==> src/rtl/tiny16_pkg.sv <==
// Shared definitions for the tiny16 sequencer: instruction fields, opcodes,
// FSM state encoding and small field-extraction helpers.
package tiny16_pkg;

  localparam int OP_MSB  = 15;
  localparam int OP_LSB  = 12;
  localparam int RD_MSB  = 11;
  localparam int RD_LSB  = 9;
  localparam int RS_MSB  = 8;
  localparam int RS_LSB  = 6;
  localparam int IMM_MSB = 7;
  localparam int IMM_LSB = 0;

  localparam logic [3:0] OP_NOP = 4'h0;
  localparam logic [3:0] OP_MOV = 4'h1;
  localparam logic [3:0] OP_LDI = 4'h2;
  localparam logic [3:0] OP_LD  = 4'h3;
  localparam logic [3:0] OP_ST  = 4'h4;
  localparam logic [3:0] OP_ADD = 4'h5;
  localparam logic [3:0] OP_SUB = 4'h6;
  localparam logic [3:0] OP_AND = 4'h7;
  localparam logic [3:0] OP_OR  = 4'h8;
  localparam logic [3:0] OP_XOR = 4'h9;
  localparam logic [3:0] OP_JMP = 4'hA;
  localparam logic [3:0] OP_JZ  = 4'hB;
  localparam logic [3:0] OP_HLT = 4'hF;

  typedef enum logic [2:0] {
    S_IDLE   = 3'd0,
    S_FETCH  = 3'd1,
    S_EXEC   = 3'd2,
    S_MEM    = 3'd3,
    S_BRANCH = 3'd4,
    S_HALT   = 3'd5
  } state_t;

  function automatic logic [3:0] ir_op(input logic [15:0] ir);
    return ir[OP_MSB:OP_LSB];
  endfunction

  function automatic logic [2:0] ir_rd(input logic [15:0] ir);
    return ir[RD_MSB:RD_LSB];
  endfunction

  function automatic logic [2:0] ir_rs(input logic [15:0] ir);
    return ir[RS_MSB:RS_LSB];
  endfunction

  function automatic logic [7:0] ir_imm8(input logic [15:0] ir);
    return ir[IMM_MSB:IMM_LSB];
  endfunction

  // Opcodes whose EXEC result comes from the ALU.
  function automatic logic is_alu_op(input logic [3:0] op);
    return (op == OP_MOV) || (op == OP_ADD) || (op == OP_SUB) ||
           (op == OP_AND) || (op == OP_OR)  || (op == OP_XOR);
  endfunction

endpackage

==> src/rtl/sequencer_if.sv <==
// Memory bus and register-file port bundle between the sequencer (master)
// and the memory/register-file side (slave).
interface sequencer_if;

  logic [15:0] mem_addr;
  logic        mem_rd;
  logic        mem_wr;
  logic [15:0] mem_wdata;
  logic [15:0] mem_rdata;
  logic        mem_ready;

  logic [2:0]  src_sel;
  logic [2:0]  dst_sel;
  logic        in_en;
  logic [15:0] in;
  logic        pc_inc;
  logic [15:0] src;
  logic [15:0] dst;

  modport master (
    output mem_addr, mem_rd, mem_wr, mem_wdata,
    input  mem_rdata, mem_ready,
    output src_sel, dst_sel, in_en, in, pc_inc,
    input  src, dst
  );

  modport slave (
    input  mem_addr, mem_rd, mem_wr, mem_wdata,
    output mem_rdata, mem_ready,
    input  src_sel, dst_sel, in_en, in, pc_inc,
    output src, dst
  );

endinterface

==> src/rtl/sequencer_alu.sv <==
// Combinational datapath for MOV and the two-operand ALU instructions;
// a is the destination register value, b the source register value.
module alu
  import tiny16_pkg::*;
(
  input  logic [3:0]  op,
  input  logic [15:0] a,
  input  logic [15:0] b,
  output logic [15:0] y
);

  always_comb begin
    y = '0;
    case (op)
      OP_MOV:  y = b;
      OP_ADD:  y = a + b;
      OP_SUB:  y = a - b;
      OP_AND:  y = a & b;
      OP_OR:   y = a | b;
      OP_XOR:  y = a ^ b;
      default: y = '0;
    endcase
  end

endmodule

==> src/rtl/sequencer.sv <==
// tiny16 instruction sequencer: fetches from memory, decodes and drives the
// external register file; r0 is the program counter.
//
//   state  | meaning
//   IDLE   | post-reset, one quiet cycle before the first fetch
//   FETCH  | read mem[r0]; on ready latch ir and pulse pc_inc
//   EXEC   | decode; register-only ops write back here
//   MEM    | LD/ST data transfer, held until mem_ready
//   BRANCH | taken JZ: r0 <= rs
//   HALT   | stopped until reset
module sequencer
  import tiny16_pkg::*;
(
  input  logic         clk,
  input  logic         rst,
  sequencer_if.master  bus,
  output logic         halted,
  output logic [15:0]  ir
);

  state_t      state;
  state_t      state_nxt;
  logic [3:0]  op;
  logic [2:0]  rd;
  logic [2:0]  rs;
  logic [7:0]  imm8;
  logic [15:0] alu_y;

  assign op   = ir_op(ir);
  assign rd   = ir_rd(ir);
  assign rs   = ir_rs(ir);
  assign imm8 = ir_imm8(ir);

  alu u_alu (
    .op (op),
    .a  (bus.dst),
    .b  (bus.src),
    .y  (alu_y)
  );

  always_ff @(posedge clk or posedge rst) begin
    if (rst) begin
      state <= S_IDLE;
      ir    <= '0;
    end else begin
      state <= state_nxt;
      if (state == S_FETCH && bus.mem_ready)
        ir <= bus.mem_rdata;
    end
  end

  // All strobes are decoded from state alone, so reset drops them at once.
  always_comb begin
    state_nxt     = state;
    bus.mem_addr  = '0;
    bus.mem_rd    = 1'b0;
    bus.mem_wr    = 1'b0;
    bus.mem_wdata = '0;
    bus.src_sel   = '0;
    bus.dst_sel   = '0;
    bus.in_en     = 1'b0;
    bus.in        = '0;
    bus.pc_inc    = 1'b0;
    halted        = 1'b0;

    case (state)
      S_IDLE: begin
        state_nxt = S_FETCH;
      end

      S_FETCH: begin
        bus.src_sel  = 3'd0;
        bus.mem_rd   = 1'b1;
        bus.mem_addr = bus.src;
        if (bus.mem_ready) begin
          bus.pc_inc = 1'b1;
          state_nxt  = S_EXEC;
        end
      end

      S_EXEC: begin
        bus.src_sel = rs;
        bus.dst_sel = (op == OP_JMP) ? 3'd0 : rd;
        state_nxt   = S_FETCH;
        if (is_alu_op(op)) begin
          bus.in_en = 1'b1;
          bus.in    = alu_y;
        end else begin
          case (op)
            OP_LDI: begin
              bus.in_en = 1'b1;
              bus.in    = {8'h00, imm8};
            end
            OP_JMP: begin
              bus.in_en = 1'b1;
              bus.in    = bus.src;
            end
            OP_LD, OP_ST: state_nxt = S_MEM;
            OP_JZ:        state_nxt = (bus.dst == 16'h0000) ? S_BRANCH : S_FETCH;
            OP_HLT:       state_nxt = S_HALT;
            default:      state_nxt = S_FETCH;
          endcase
        end
      end

      S_MEM: begin
        bus.src_sel = rs;
        bus.dst_sel = rd;
        if (op == OP_LD) begin
          bus.mem_rd   = 1'b1;
          bus.mem_addr = bus.src;
          if (bus.mem_ready) begin
            bus.in_en = 1'b1;
            bus.in    = bus.mem_rdata;
            state_nxt = S_FETCH;
          end
        end else begin
          bus.mem_wr    = 1'b1;
          bus.mem_addr  = bus.dst;
          bus.mem_wdata = bus.src;
          if (bus.mem_ready)
            state_nxt = S_FETCH;
        end
      end

      S_BRANCH: begin
        bus.dst_sel = 3'd0;
        bus.src_sel = rs;
        bus.in      = bus.src;
        bus.in_en   = 1'b1;
        state_nxt   = S_FETCH;
      end

      S_HALT: begin
        halted = 1'b1;
      end

      default: begin
        state_nxt = S_IDLE;
      end
    endcase
  end

endmodule

==> src/flat_wrapper.sv <==
// flat-port wrapper written by rule: the top's interface ports become plain ports
module sequencer_flat import tiny16_pkg::*;
  (clk, rst, halted, ir, bus_mem_addr, bus_mem_rd, bus_mem_wr, bus_mem_wdata, bus_mem_rdata, bus_mem_ready, bus_src_sel, bus_dst_sel, bus_in_en, bus_in, bus_pc_inc, bus_src, bus_dst);
  sequencer_if bus_i ();
  input  logic clk;
  input  logic rst;
  output logic halted;
  output logic [15:0] ir;
  output wire logic [$bits(bus_i.mem_addr)-1:0] bus_mem_addr;
  output wire logic [$bits(bus_i.mem_rd)-1:0] bus_mem_rd;
  output wire logic [$bits(bus_i.mem_wr)-1:0] bus_mem_wr;
  output wire logic [$bits(bus_i.mem_wdata)-1:0] bus_mem_wdata;
  input wire logic [$bits(bus_i.mem_rdata)-1:0] bus_mem_rdata;
  input wire logic [$bits(bus_i.mem_ready)-1:0] bus_mem_ready;
  output wire logic [$bits(bus_i.src_sel)-1:0] bus_src_sel;
  output wire logic [$bits(bus_i.dst_sel)-1:0] bus_dst_sel;
  output wire logic [$bits(bus_i.in_en)-1:0] bus_in_en;
  output wire logic [$bits(bus_i.in)-1:0] bus_in;
  output wire logic [$bits(bus_i.pc_inc)-1:0] bus_pc_inc;
  input wire logic [$bits(bus_i.src)-1:0] bus_src;
  input wire logic [$bits(bus_i.dst)-1:0] bus_dst;
  assign bus_mem_addr = bus_i.mem_addr;
  assign bus_mem_rd = bus_i.mem_rd;
  assign bus_mem_wr = bus_i.mem_wr;
  assign bus_mem_wdata = bus_i.mem_wdata;
  assign bus_i.mem_rdata = bus_mem_rdata;
  assign bus_i.mem_ready = bus_mem_ready;
  assign bus_src_sel = bus_i.src_sel;
  assign bus_dst_sel = bus_i.dst_sel;
  assign bus_in_en = bus_i.in_en;
  assign bus_in = bus_i.in;
  assign bus_pc_inc = bus_i.pc_inc;
  assign bus_i.src = bus_src;
  assign bus_i.dst = bus_dst;
  sequencer u_core (.clk(clk), .rst(rst), .bus(bus_i), .halted(halted), .ir(ir));
endmodule
==> config.mk <==
export PLATFORM = sky130hd
export DESIGN_NAME = sequencer_flat
export DESIGN_NICKNAME = d
export VERILOG_FILES = /design/src/rtl/tiny16_pkg.sv /design/src/rtl/sequencer_if.sv /design/src/rtl/sequencer_alu.sv /design/src/rtl/sequencer.sv /design/src/flat_wrapper.sv
export SDC_FILE = /design/constraint.sdc
export NUM_CORES = 1
export LEC_CHECK = 0
export CORE_MARGIN = 4
export CORE_UTILIZATION = 49
export CTS_CLUSTER_DIAMETER = 80
export DETAILED_ROUTE_END_ITERATION = 8
export PLACE_DENSITY = 0.85
export REMOVE_ABC_BUFFERS = 1
export SYNTH_ARGS = -nofsm -noshare
export SYNTH_HDL_FRONTEND = slang
export SYNTH_SLANG_ARGS = --single-unit
==> constraint.sdc <==
create_clock -name clk -period 5.1 [get_ports clk]
set_input_delay 1.275 -clock clk [delete_from_list [all_inputs] [get_ports clk]]
set_output_delay 1.275 -clock clk [all_outputs]
set_load 0.02 [all_outputs]
Yosys cells after proc, flatten, opt, wreduce, memory -nomap -nowiden
Cells that the tools add are included.

cells by class
  muxes and demuxes = 30
  reduce and logical (&&, ||, !) cells = 13
  bitwise operators = 4
  $add $sub $neg = 2
  equal/unequal tests = 19

operator list
  kind                number
  $mux 16             6
  $pmux 16 s6         1
  $pmux 16 s2         2
  $pmux 16 s3         1
  $eq 4x4->1 const B  5
  $mux 3              6
  $add 16x16->16      1
  $and 16x16->16      1
  $eq 4x3->1 const B  4
  $logic_not 16->1    1
  $or 16x16->16       1
  $sub 16x16->16      1
  $xor 16x16->16      1
  $pmux 3 s5          1
  $mux 1              9
  $pmux 3 s3          1
  $eq 4x2->1 const B  2
  $eq 3x2->1 const B  2
  $eq 3x3->1 const B  2
  $pmux 3 s2          1
  $reduce_or 2->1     3
  $logic_or 1x1->1    5
  $eq 4x1->1 const B  1
  $ne 2x2->1 const B  2
  8 further kinds     8

word-level totals
  output and inout port bits = 75
  register bits after elaboration = 19
  word-level logic and storage cells = 70

Logic depth before layout (Yosys ltp)
  depth in word-level cells = 8
  mapped depth = 14
  mapped depth without buffers = 13

Modules after synthesis
A second synthesis with hierarchy kept.

unflattened totals
  cells, all modules = 513
  area total of the unflattened synthesis = 3892.5 um2

by module, submodules not included
  module     cells an instance  sequential area each (um2)  instances  area each (um2)
  alu        285                0.0                         1          1976.9
  sequencer  228                475.5                       1          1915.6

Least setup slack after synthesis
Ideal clock, no wire load.

  path kind = input to output
  start point = in bus_src[4]
  end point = out bus_in[13]
  path buffers = 0
  arrival = 3.548 ns
  cell stages on the path = 11
  setup slack = 0.277 ns
  cell sequence = nor4_2 > nand2_1 > nor2_1 > a41oi_1 > xnor2_1 > ha_1 > o21ai_0 > a21oi_1 > a21oi_1 > a41o_1 > o31ai_1

between the ends
  word-level cells in the longest chain between the ends = 4
  elaborated cells on any way between the ends = 5
  classes of those cells = add/sub (2); mux (3)

RTL lines
  item                                              line                                      RTL
  start, declared                                   flat_wrapper.sv:20                        input wire logic [$bits(bus_i.src)-1:0] bus_src;
  $sub 16x16->16 or $add 16x16->16 (tied branches)  sequencer_alu.sv:17, sequencer_alu.sv:16
  $pmux 16 s6 (*)                                   sequencer_alu.sv:14                       case (op)
  $mux 16 (*)                                       sequencer.sv:85                           if (is_alu_op(op)) begin
  $pmux 16 s3 (*)                                   sequencer.sv:66                           case (state)
  end, declared                                     flat_wrapper.sv:18                        output wire logic [$bits(bus_i.in)-1:0] bus_in;

Every way passes the cells marked *; elsewhere a longest branch is shown, timed or not.

Worst setup path after layout
  start point = in bus_src[2]
  end point = out bus_in[14]

Same word-level chain as after synthesis.

==> summary.txt <==
Die
  • Die Area: between 0.009 and 0.01 mm2
  • Initial Util: between 50% and 60%
  • Height of the die: around 98 um
  • Die X: 98.4 um
  • Row count: 32
  • Core Box Area: about 0.008 mm2
  • Num ports: roughly 130

Run
  • Max Cap Viol: 0

Layout
  • Reg area: between 400 and 500 um2
  • Fillers: approximately 560
  • Commonest non-fill, non-tap cell in the layout: clkdlybuf4s50_1
  • Multi-input gate area: around 0.0034 mm2
  • Area growth from synthesis to layout: 54.5%
  • Diodes inserted: 0
  • Most frequent cells in the layout: clkdlybuf4s50_1, buf_4, ha_1
  • Final net count: roughly 810
  • Layout cell share with drive strength beyond 1: between 20% and 30%

Clock tree
  • Worst-skew pair later-pin latency: 260 ps
  • Clock root cell: clkbuf_8
  • Max H-tree Level: 1
  • TritonCTS clock tree: done
  • CTS clk-pin slew, worst paths: roughly 80 ps
  • Num CTS Buffers: 3
  • CTS max path bufs: 2
  • # hold bufs at CTS: 0
  • Sink Count: 19

Power
  • Power Density: 516 mW/mm2
  • Net Sw Frac: approximately 52%
  • Clock power share: under 10%
  • Logic pwr share: 86.7%
  • Max IR drop VDD: between 0.3 and 0.4 mV
  • Switch Pwr: 0.00167 W
  • Total leakage power: between 2 and 3 nW
  • Sequential Power Share: slightly below 10%
  • Pint: about 0.0015 W

Synth
  • Syn Inst Count: approximately 500
  • #FFs+latches synth: 19
  • Synth warn: 0
  • Synth Area per Inst: about 7.8 um2
  • Most used DFF post-synth: dfrtp_1
  • Async S/R FF share, synth: 100%
  • Number of enable flip-flop cells after synthesis: 0
  • Cell variety after synth: 70
  • Seq/Total Area, Yosys: between 10% and 20%
  • Post-Syn Area: ~0.004 mm2

Min path
  • Hold Crit Class: register to register

Place
  • DP Wirelength: approximately 12 mm
  • Routability cong.: between 0.9 and 1
  • Setup WS pre-CTS: -800 ps
  • IO buf count: about 130

Global routing
  • Initial antenna violation count: 0
  • First-pass GRT wire length: between 20 and 25 mm
  • Grt total ovfl: 0
  • Vias in the first global route: a little under 5000
  • Gr usage total: between 30% and 40%
  • Largest net degree at the start of global routing: 34

Route
  • DR pass1 iterations: 6
  • DRC Markers: 0
  • Routed Wire Length: roughly 16 mm
  • Via count: around 5100
  • Drt initial violations: approximately 420
  • Vias per Instance: 6.25
  • Antenna viol nets, final: 0
  • Wirelength per Cell: 20.2 um

STA
  • Setup violations, final: 0
  • Final slew viol count: 0
  • Least-Margin Pin Slew: about 1200 ps
  • Final hold viol count: 0
  • Slew Limit Headroom: 17.3%
  • Setup slack after layout: 54.0 ps
  • Final Skew: between 8 and 9 ps
  • Worst hold margin: between 500 and 600 ps
  • Fin crit share: a little over nine tenths
  • RSZ-0062 raised after global routing: true
  • FMAX: a little under 200 MHz
  • Fin crit period: 5050 ps

Worst setup path
  • CP startpoint kind: input port
  • Critical path arrival: around 3800 ps
  • Setup CP Type: input port to primary output
  • CP required: approximately 3800 ps
  • Worst Setup End Kind: primary output
  • Max FO, Critical Path: 5

Run status
  • Status: completed
-- synth_stat cells (all sizes together) (15+ instances only) --
master | count | share of area [%]
a21oi | 40 | 5.1
a22o | 21 | 4.6
a22oi | 17 | 3.2
and2 | 22 | 3.4
buf | 31 | 5.6
dfrtp | 19 | 12
ha | 48 | 15
inv | 37 | 3.5
mux2 | 15 | 4.2
nand2 | 34 | 3.3
nor2 | 29 | 2.8
o21ai | 32 | 4.0
xnor2 | 21 | 4.6
-- per-stage QoR --
step | utilization, % | power [W] | TNS (ps) | cells | cell area [um2]
2_1_floorplan | - | 0.00175 | 0 | 479 | 3770
3_3_place_gp | 73.7 | 0.00278 | -7660 | 790 | 5780
3_5_place_dp | 73.7 | 0.00284 | -8470 | 790 | 5780
4_1_cts | 76.1 | 0.00303 | 0 | 801 | 5970
5_1_grt | 78.8 | 0.00336 | -82.6 | 809 | 6180
6_report | 78.8 | 0.00319 | 0 | 809 | 6180
-- worst paths after layout --
check,slack [ps],endpoint,start,cells past startpoint
min in group asynchronous,1470,u_core.ir[8],rst,2
max in group asynchronous,3150,u_core.ir[7],rst,2
worst min register to register,530,u_core.ir[9],u_core.ir[9],1
worst min-delay path,530,u_core.ir[9],u_core.ir[9],1
worst max-delay path,50,bus_in[14],bus_src[2],13
worst max register to register,3350,u_core.state[0],u_core.ir[14],5
-- power by group through the flow --
stage	combinational, W	clock [W]	sequential, W
global placement	0.00247	0	0.000308
detailed placement	0.00253	0	0.000313
floorplan	0.00130	0	0.000448
CTS	0.00260	0.000112	0.000311
global route	0.00292	0.000119	0.000327
finish	0.00277	0.000110	0.000314
-- logic make-up after synthesis --
family	count (synthesis)	share of synthesized area [%]
buf+inv	69	9.13
flops	19	11.9
xor+xnor	27	5.91
fa+ha+maj	49	15.5
simple gates	149	21.0
mux	18	4.97
compound gates	180	31.6
-- metal layers --
layer | vias to the layer above | wire (um) | global-route usage (%)
met4 | 0 | 874 | 14.5
met3 | 72 | 1470 | 6.14
met5 | - | 0 | 0
met1 | 2362 | 6380 | 37.3
met2 | 337 | 7600 | 52.7
li1 | 2288 | - | -
-- state kept, by name, summed over array words and instances, names as in the netlist --
register and cells:
u_core.ir 16, u_core.state 3
-- worst max-delay path: stages --
cell      delay, ps
buf_4           120
nor4_4          320
and3_4          270
nor2_4           40
xnor2_2         140
ha_1            360
buf_4           170
a211oi_4        200
nand3_2         140
a21oi_2         210
mux2i_2         290
nand3_2         100
buf_6           140
-- what timing repair did --
action                                  in CTS  in global routing
pin swaps                                   23                 36
buffers inserted                             7                  9
resized for setup                           94                 55
endpoints found under the setup margin      15                 13
-- layout make-up --
cell class	instances	area share, %
clock buffers	3	0.668
clock inverters	1	0.0810
repair buffers	224	31.7
multi-input cells	423	55.5
flip-flops and latches	19	7.69
well taps	102	2.06
inverters	37	2.25
Note: power is estimated with default switching activity, not from simulation.
